[src/rtl/crack_dispatcher.sv]
// Key-space dispatcher: hands out 2^CHUNK_BITS-key chunks to cracker cores round-robin and collects their reports.
// Optional feature: define CRACK_DISPATCHER_PERF_EN to add the 32-bit search_cycles counter output.
module crack_dispatcher #(
    parameter int NUM_CORES  = 4,
    parameter int KEY_BITS   = 22,
    parameter int CHUNK_BITS = 16
) (
    input  logic                    clk,
    input  logic                    reset_n,
    input  logic                    start,
    input  logic [NUM_CORES-1:0]    req,
    output logic [NUM_CORES-1:0]    grant,
    output logic [KEY_BITS-1:0]     grant_base,
    input  logic [NUM_CORES-1:0]    rpt_valid,
    input  logic [NUM_CORES-1:0]    rpt_found,
    input  logic [NUM_CORES*24-1:0] rpt_key,
    output logic [NUM_CORES-1:0]    halt,
    output logic                    busy,
    output logic                    done,
    output logic                    found,
    output logic [23:0]             key_out,
    output logic                    proto_err
`ifdef CRACK_DISPATCHER_PERF_EN
    ,
    output logic [31:0]             search_cycles
`endif
);

    localparam int          IDX_W = KEY_BITS - CHUNK_BITS;
    localparam int          PTR_W = (NUM_CORES > 1) ? $clog2(NUM_CORES) : 1;
    localparam int unsigned NC_U  = NUM_CORES;

    typedef enum logic [2:0] {
        IDLE      = 3'd0,
        RUN       = 3'd1,
        DRAIN     = 3'd2,
        FOUND     = 3'd3,
        EXHAUSTED = 3'd4
    } state_t;

    function automatic logic [PTR_W-1:0] rr_index(input logic [PTR_W-1:0] base, input int unsigned off);
        int unsigned sum;
        sum = 32'(base) + off;
        return PTR_W'(sum % NC_U);
    endfunction

    state_t                 r_state;
    state_t                 w_state_nxt;
    logic [IDX_W-1:0]       r_next_idx;
    logic [NUM_CORES-1:0]   r_outstanding;
    logic [NUM_CORES-1:0]   r_grant;
    logic [NUM_CORES-1:0]   r_halt;
    logic [KEY_BITS-1:0]    r_grant_base;
    logic [PTR_W-1:0]       r_rr_ptr;
    logic [23:0]            r_key_out;
    logic                   r_busy;
    logic                   r_done;
    logic                   r_found;
    logic                   r_proto_err;

    logic                   w_active;
    logic                   w_start_ok;
    logic                   w_err_set;
    logic                   w_issue;
    logic [NUM_CORES-1:0]   w_cand;
    logic                   w_gnt_valid;
    logic [PTR_W-1:0]       w_gnt_idx;
    logic [NUM_CORES-1:0]   w_gnt_onehot;
    logic [NUM_CORES-1:0]   w_acc;
    logic [NUM_CORES-1:0]   w_acc_find;
    logic [NUM_CORES-1:0]   w_bad;
    logic                   w_find_any;
    logic [23:0]            w_find_key;

    assign w_active   = (r_state == RUN) || (r_state == DRAIN);
    assign w_start_ok = start && ((r_state == IDLE) || (r_state == FOUND) || (r_state == EXHAUSTED));
    assign w_err_set  = (|w_bad) && (r_state != FOUND) && (r_state != EXHAUSTED);

    // Round-robin pick among idle requesters; the descending scan leaves the first hit after the pointer
    always_comb begin
        w_cand      = req & ~r_outstanding;
        w_gnt_valid = 1'b0;
        w_gnt_idx   = '0;
        for (int i = NUM_CORES - 1; i >= 0; i--) begin
            w_gnt_valid = w_gnt_valid | w_cand[rr_index(r_rr_ptr, 32'(i))];
            w_gnt_idx   = w_cand[rr_index(r_rr_ptr, 32'(i))] ? rr_index(r_rr_ptr, 32'(i)) : w_gnt_idx;
        end
        w_gnt_onehot = '0;
        for (int k = 0; k < NUM_CORES; k++) begin
            w_gnt_onehot[k] = w_gnt_valid && (w_gnt_idx == PTR_W'(k));
        end
    end

    // Report classification and lowest-index find selection
    always_comb begin
        w_acc      = rpt_valid & r_outstanding & {NUM_CORES{w_active}};
        w_acc_find = w_acc & rpt_found;
        w_find_any = |w_acc_find;
        w_bad      = rpt_valid & ~r_outstanding;
        w_find_key = 24'h000000;
        for (int i = NUM_CORES - 1; i >= 0; i--) begin
            w_find_key = w_acc_find[i] ? rpt_key[24*i +: 24] : w_find_key;
        end
    end

    // Next-state logic; a find beats both the wrap transition and any grant
    always_comb begin
        w_state_nxt = r_state;
        w_issue     = 1'b0;
        case (r_state)
            IDLE, FOUND, EXHAUSTED: begin
                if (start) w_state_nxt = RUN;
                else       w_state_nxt = r_state;
            end
            RUN: begin
                if (w_find_any) begin
                    w_state_nxt = FOUND;
                end else if (w_gnt_valid) begin
                    w_issue = 1'b1;
                    if (r_next_idx == {IDX_W{1'b1}}) w_state_nxt = DRAIN;
                    else                             w_state_nxt = RUN;
                end else begin
                    w_state_nxt = RUN;
                end
            end
            DRAIN: begin
                if (w_find_any)                               w_state_nxt = FOUND;
                else if ((r_outstanding & ~w_acc) == '0)      w_state_nxt = EXHAUSTED;
                else                                          w_state_nxt = DRAIN;
            end
            default: w_state_nxt = IDLE;
        endcase
    end

    // State, chunk counter, outstanding map, grant and sticky status registers
    always_ff @(posedge clk or negedge reset_n) begin
        if (!reset_n) begin
            r_state       <= IDLE;
            r_next_idx    <= '0;
            r_outstanding <= '0;
            r_grant       <= '0;
            r_grant_base  <= '0;
            r_rr_ptr      <= '0;
            r_key_out     <= 24'h000000;
            r_proto_err   <= 1'b0;
        end else begin
            r_state <= w_state_nxt;
            if (w_issue) begin
                r_grant      <= w_gnt_onehot;
                r_grant_base <= {r_next_idx, {CHUNK_BITS{1'b0}}};
                r_rr_ptr     <= rr_index(w_gnt_idx, 32'd1);
            end else begin
                r_grant      <= '0;
            end
            if (w_start_ok) begin
                r_next_idx    <= '0;
                r_outstanding <= '0;
            end else begin
                r_next_idx    <= w_issue ? r_next_idx + IDX_W'(1) : r_next_idx;
                r_outstanding <= (r_outstanding & ~w_acc) | (w_issue ? w_gnt_onehot : '0);
            end
            if (w_active && w_find_any) r_key_out <= w_find_key;
            if (w_start_ok)      r_proto_err <= 1'b0;
            else if (w_err_set)  r_proto_err <= 1'b1;
        end
    end

    // Status outputs registered from the next state so they line up with r_state
    always_ff @(posedge clk or negedge reset_n) begin
        if (!reset_n) begin
            r_busy  <= 1'b0;
            r_done  <= 1'b0;
            r_found <= 1'b0;
            r_halt  <= '0;
        end else begin
            r_busy  <= (w_state_nxt == RUN) || (w_state_nxt == DRAIN);
            r_done  <= (w_state_nxt == FOUND) || (w_state_nxt == EXHAUSTED);
            r_found <= (w_state_nxt == FOUND);
            r_halt  <= ((w_state_nxt == FOUND) || (w_state_nxt == EXHAUSTED)) ? '1 : '0;
        end
    end

`ifdef CRACK_DISPATCHER_PERF_EN
    logic [31:0] r_search_cycles;

    // Saturating count of cycles spent searching
    always_ff @(posedge clk or negedge reset_n) begin
        if (!reset_n) begin
            r_search_cycles <= 32'd0;
        end else if (w_start_ok) begin
            r_search_cycles <= 32'd0;
        end else if (w_active && (r_search_cycles != 32'hFFFF_FFFF)) begin
            r_search_cycles <= r_search_cycles + 32'd1;
        end
    end

    assign search_cycles = r_search_cycles;
`endif

    assign grant      = r_grant;
    assign grant_base = r_grant_base;
    assign halt       = r_halt;
    assign busy       = r_busy;
    assign done       = r_done;
    assign found      = r_found;
    assign key_out    = r_key_out;
    assign proto_err  = r_proto_err;

endmodule
[config.mk]
export PLATFORM = sky130hd
export DESIGN_NAME = crack_dispatcher
export DESIGN_NICKNAME = d
export VERILOG_FILES = /design/src/rtl/crack_dispatcher.sv
export SDC_FILE = /design/constraint.sdc
export NUM_CORES = 1
export LEC_CHECK = 0
export CORE_MARGIN = 4
export CORE_UTILIZATION = 37
export CTS_BUF_LIST = sky130_fd_sc_hd__clkbuf_8
export DETAILED_ROUTE_END_ITERATION = 10
export PLACE_DENSITY = 0.75
export REMOVE_ABC_BUFFERS = 1
export SETUP_SLACK_MARGIN = 0.3
export SKIP_CTS_REPAIR_TIMING = 1
export SYNTH_ARGS = -nofsm -noshare
export SYNTH_HDL_FRONTEND = slang
export SYNTH_SLANG_ARGS = --single-unit
[constraint.sdc]
create_clock -name clk -period 2.6 [get_ports clk]
set_clock_uncertainty 0.2 [all_clocks]
set_input_delay 0.39 -clock clk [delete_from_list [all_inputs] [get_ports clk]]
set_output_delay 0.39 -clock clk [all_outputs]
set_load 0.05 [all_outputs]
Word level (Yosys, flattened, before mapping). Index checks and enable logic that the tools add are counted.

Bits in registers: 57. Output and inout port bits: 58. Word-level logic and storage cells: 101.

$add $sub $neg: 5. Magnitude comparators: 4. Eq/ne operators: 14. Muxes and demuxes: 33. Bitwise logic cells: 12. Reductions and logical operators: 21.

Operator list (number): two-way mux 24 bit (4); bitwise AND 4 bit (6); two-way mux 3 bit (5); equality test 3 x 2 -> 1 bit (second input constant) (4); less-than comparator 2 x 3 -> 1 bit (second input constant) (4); two-way mux 4 bit (3); two-way mux 6 bit (2); two-way mux 2 bit (5); two-way mux 1 bit (9); case mux 3 bit (3 select lines) (1); binary-select mux 1 bit (select 2 bit) (4); logical AND 1 bit (8); inverter 4 bit (2); OR reduction 4 bit (2); adder 6 x 1 -> 6 bit (second input constant) (1); equality test 3 x 1 -> 1 bit (second input constant) (2); equality test 3 bit (second input constant) (2); equality test 6 bit (second input constant) (1); logical OR 1 bit (5); adder 2 x 1 -> 2 bit (second input constant) (2); adder 2 bit (second input constant) (2); equality test 2 bit (second input constant) (2); logical NOT 4 bit (1); bitwise OR 4 bit (1); 8 further kinds (11).

Depth between registers and ports, before layout.
Depth after elaboration: 13. Depth in mapped cells: 10. Gate-level depth less buffers: 10.

Least setup slack after synthesis. Ideal clock, no wire load.

Kind: flip-flop to flip-flop. From: register r_state[1]. To: register r_grant_base[19], in the netlist grant_base[19]. Library setup time: 127 ps. Arrival time: 2081 ps. Setup slack: 191 ps. Stages on the path, launching flop included: 8. Path buffers: 2. Cells stage by stage: dfrtp_1 xnor2_4 nor3_1 nor4_1 and2_1 buf_2 buf_6 mux2_1.

Longest elaborated chain between the ends: 7. Elaborated cells on any way between the ends: 8. Those cells by class: eq/ne (2); mux (2); bitwise (2); reduce/logical (2).

RTL lines: start, declared (RTL line 47) `state_t r_state;`; start signal, assigned (RTL line 147) `r_state <= w_state_nxt;`; equality test 3 x 1 -> 1 bit / equality test 3 x 2 -> 1 bit (equally long branches) (RTL line 75, 110); logical OR 1 bit (RTL line 75) `assign w_active = (r_state == RUN) || (r_state == DRAIN);`; bitwise AND 4 bit (RTL line 96) `w_acc = rpt_valid & r_outstanding & {NUM_CORES{w_active}};`; bitwise AND 4 bit (RTL line 97) `w_acc_find = w_acc & rpt_found;`; OR reduction 4 bit (RTL line 98) `w_find_any = |w_acc_find;`; two-way mux 1 bit (RTL line 116) `if (w_find_any) begin`; two-way mux 1 bit * (RTL line 110) `case (r_state)`; end signal, assigned (RTL line 150) `r_grant_base <= {r_next_idx, {CHUNK_BITS{1'b0}}};`; end, declared (RTL line 53) `logic [KEY_BITS-1:0] r_grant_base;`.

Every way passes the cells marked *; elsewhere a longest branch is shown, timed or not. A chain may end at the register's enable or synchronous reset.

Worst setup path in the final report.
From: register r_state[1]. To: register r_halt[2], in the netlist halt[2].

Longest elaborated chain between the ends: 12. Elaborated cells on any way between the ends: 22. Those cells by class: eq/ne (6); mux (6); bitwise (4); reduce/logical (6).

RTL lines: equality test 3 x 1 -> 1 bit / equality test 3 x 2 -> 1 bit (equally long branches) (RTL line 75, 110); logical OR 1 bit (RTL line 75); bitwise AND 4 bit (RTL line 96); inverter 4 bit (RTL line 128) `else if ((r_outstanding & ~w_acc) == '0) w_state_nxt = EXHAUSTED;`; bitwise AND 4 bit (RTL line 128); logical NOT 4 bit (RTL line 128); two-way mux 3 bit (RTL line 128); two-way mux 3 bit (RTL line 127) `if (w_find_any) w_state_nxt = FOUND;`; case mux 3 bit (3 select lines) * (RTL line 110); net w_state_nxt[2] (RTL line 48) `state_t w_state_nxt;`; equality test 3 x 2 -> 1 bit / equality test 3 bit (equally long branches) (RTL line 179) `r_halt <= ((w_state_nxt == FOUND) || (w_state_nxt == EXHAUSTED)) ? '1 : '0;`; logical OR 1 bit * (RTL line 179); two-way mux 4 bit * (RTL line 179); end signal, assigned (RTL line 179); end, declared (RTL line 52) `logic [NUM_CORES-1:0] r_halt;`.

Mark *: on every way through the listed nets, which the timed path passes. The rest lies on a longest branch.

==> out/qor.csv <==
metric,value,unit
status,"complete, no violations",
synth unique cells,42,
CP arrival,2.33,ns
DRC errors left,0,
Pleak,2.125,nW
top cell type's share of synthesized area,0.4185,
syn avg cell area,10.06,um2
RSZ-0062 raised after global routing,true,
Initial Utilization,0.3838,
Clock Tree Buf Depth,2,
clk root buf,clkbuf_8,
Final Cell Area,4986,um2
WL per Instance,16.90,um
maximum vdd drop,546.9,uV
total number of vias,3050,
Hold EP,grant_base[20]$_DFFE_PN0P_,
Core Area,8258,um2
Final period util,0.8734,
drt first pass iters,4,
hold wc startpoint,grant_base[20]$_DFFE_PN0P_,
CTS tree,done,
Routability Congestion,0.8140,
DRT iter0 DRCs,110,
share of cells above drive strength 1,0.1547,
worst skew pair latency,0.30,ns
CP required,2.65,ns
WS Path Type,flip-flop to flip-flop,
initial antenna violation count,0,
"Seq/Total Area, Yosys",0.4185,
crit-path max FO,6,
synthesized area,3169,um2
grt total ovfl,0,
area growth from synthesis to layout,57.32,%
"top cells by area, synth","dfrtp_1 (42%), a221oi_2 (9.5%), a221o_1 (7.6%), nor2_1 (4.9%), buf_4 (4.7%)",
first-pass GRT wire length,15.21,mm
Post-Place Cell Area,4833,um2
prevailing post-synth register cell,dfrtp_1,
Total Wirelength,9.754,mm
"area leader, netlist",dfrtp_1,
Die Y,100.6,um
Die X,100.6,um
placed cells,567,
maxcap violations,0,
antenna-violating nets left,0,
Reg-to-Reg End,halt[2]$_DFF_PN0_,
Via density,5.286,
cts bufs inserted,5,
Final #Nets,587,
Max Slew Vio Count,0,
r2r worst-path depth,6,
All-Layer GR Usage,0.1877,
Worst setup EP type,flip-flop,
r2r startpoint,r_state[1]$_DFF_PN0_,
Die ar.,10110,um2
final hold vios,0,
"EDFF count, synth",0,
Layout Cells excl Fill,577,
"flops & latches, synth",53,
Fmax,0.4404,GHz
synth warn,0,
"commonest non-fill, non-tap cell in the layout",clkdlybuf4s50_1,
startpoint types,flip-flop,
Final Setup Violations,0,
Hold/Removal Path Class,flip-flop to flip-flop,
vias in the first global route,3084,
n_diodes,0,
Core Rows,33,
CTS sink cnt,53,
asr flop ratio synth,1.000,
pin count of the biggest net entering global routing,39,
number of H-tree levels,2,
cell depth of the worst hold path,1,
most frequent cells in the layout,"clkdlybuf4s50_1 (151), dfrtp_1 (51), nor2_1 (40)",
"Reg clk slew, reported paths",0.10,ns
Detailed Place HPWL,7.592,mm
Ports,169,
Cell Pwr Density,1073,nW/um2
post-synthesis instance total,315,
R2R setup slack,0.33,ns
IO Port Bufs,152,
Least-Margin Pin Slew,0.6572,ns
worst rel slew slack,0.5618,
post-layout min period,2.271,ns
[where the power goes]
part           leakage [nW]  total, W  internal [W]  switching, W
Combinational          1.42   0.00344       0.00141       0.00203
Clock                0.0445  0.000480      0.000192      0.000288
Sequential            0.659   0.00144       0.00119      0.000249
Total                  2.12   0.00535       0.00279       0.00256
[routing by layer]
metal  routed length [um]  vias to the layer above  global-route usage  part of all wire
li1                     -                     1443                   -                 -
met1                 3869                     1491              0.2344              0.40
met2                 5096                      104              0.3328              0.52
met3                  678                       12             0.04498             0.070
met4                  109                        0             0.03316             0.011
met5                    0                        -                   0                 0
[how the worst max path moves through the flow]
stage | start | to | slack, ns | depth (start not counted)
global placement | req[3] | grant_base[17]$_DFFE_PN0P_ | 0.02 | 7
detailed placement | req[2] | r_rr_ptr[1]$_DFFE_PN0P_ | -0.06 | 7
finish | r_state[1]$_DFF_PN0_ | halt[2]$_DFF_PN0_ | 0.33 | 6
global route | r_state[1]$_DFF_PN0_ | halt[2]$_DFF_PN0_ | 0.22 | 7
CTS | r_state[0]$_DFF_PN0_ | halt[2]$_DFF_PN0_ | 0.17 | 6
floorplan | r_state[0]$_DFF_PN0_ | grant_base[16]$_DFFE_PN0P_ | -2.20 | 5
[worst max-delay path, cell delays in order, from the launching register on]
cell,delay (ns)
dfrtp_2,0.46
xnor2_4,0.34
nor3_4,0.09
or4_4,0.56
o32a_1,0.36
nor2_2,0.10
or2_1,0.10
[synth_stat cells (2+ instances only)]
cell and n:
a221oi_2 20, buf_6 3, a221oi_1 4, ha_1 5, xor2_1 4, dfrtp_1 53, and3_1 2, o21ai_0 2
nor3_4 2, inv_1 14, nor4_1 2, nand4_1 3, a21oi_1 11, nor2b_1 7, nand2_1 10, a221o_1 24
o22ai_1 2, nor2_1 41, xnor2_1 2, nand2b_1 4, buf_4 20, buf_2 5, and2_1 2, nor3_1 26
mux2_1 2, clkbuf_1 15, nand3_1 8, mux2_2 5, o31ai_1 4
[flip-flops by register name (all words and copies together), names as in the netlist]
| signal | flops |
|---|---|
| busy | 1 |
| proto_err | 1 |
| halt | 1 |
| r_outstanding | 4 |
| r_state | 3 |
| grant_base | 6 |
| key_out | 24 |
| grant | 4 |
| r_next_idx | 6 |
| found | 1 |
| r_rr_ptr | 2 |
[metrics by stage]
stage	worst slack [ns]	hold WS, ns	setup TNS [ns]	power, W	util
detailed placement	-0.06171	0.2691	-0.3758	0.004841	0.5853
global route	0.2189	0.3386	0	0.005671	0.6038
global placement	0.02391	0.2510	0	0.004770	0.5853
finish	0.3291	0.3122	0	0.005352	0.6038
floorplan	-2.195	-0.1056	-87.50	0.003548	-
CTS	0.1698	-0.07219	0	0.005334	0.5962
[logic make-up (layout without fill, tap and decap cells)]
logic type / Yosys count / in the layout / share of synthesized area
compound gates: 72 / 72 / 0.2310
xor+xnor: 7 / 7 / 0.02527
mux: 8 / 8 / 0.02803
other cells: 1 / 16 / 0.001183
buf+inv: 57 / 199 / 0.1003
flops: 53 / 53 / 0.4185
simple gates: 112 / 112 / 0.1761
fa+ha+maj: 5 / 5 / 0.01974
[final cells by class]
class / instances / area, um2
Clock buffer: 5 / 68.82
Multi-Input combinational cell: 220 / 1632
Sequential cell: 53 / 1329
Inverter: 14 / 52.55
Fill cell: 697 / 3272
Tap cell: 105 / 131.4
Clock inverter: 3 / 21.27
Timing Repair Buffer: 177 / 1752
No activity file was read; power rests on OpenSTA's default activity.
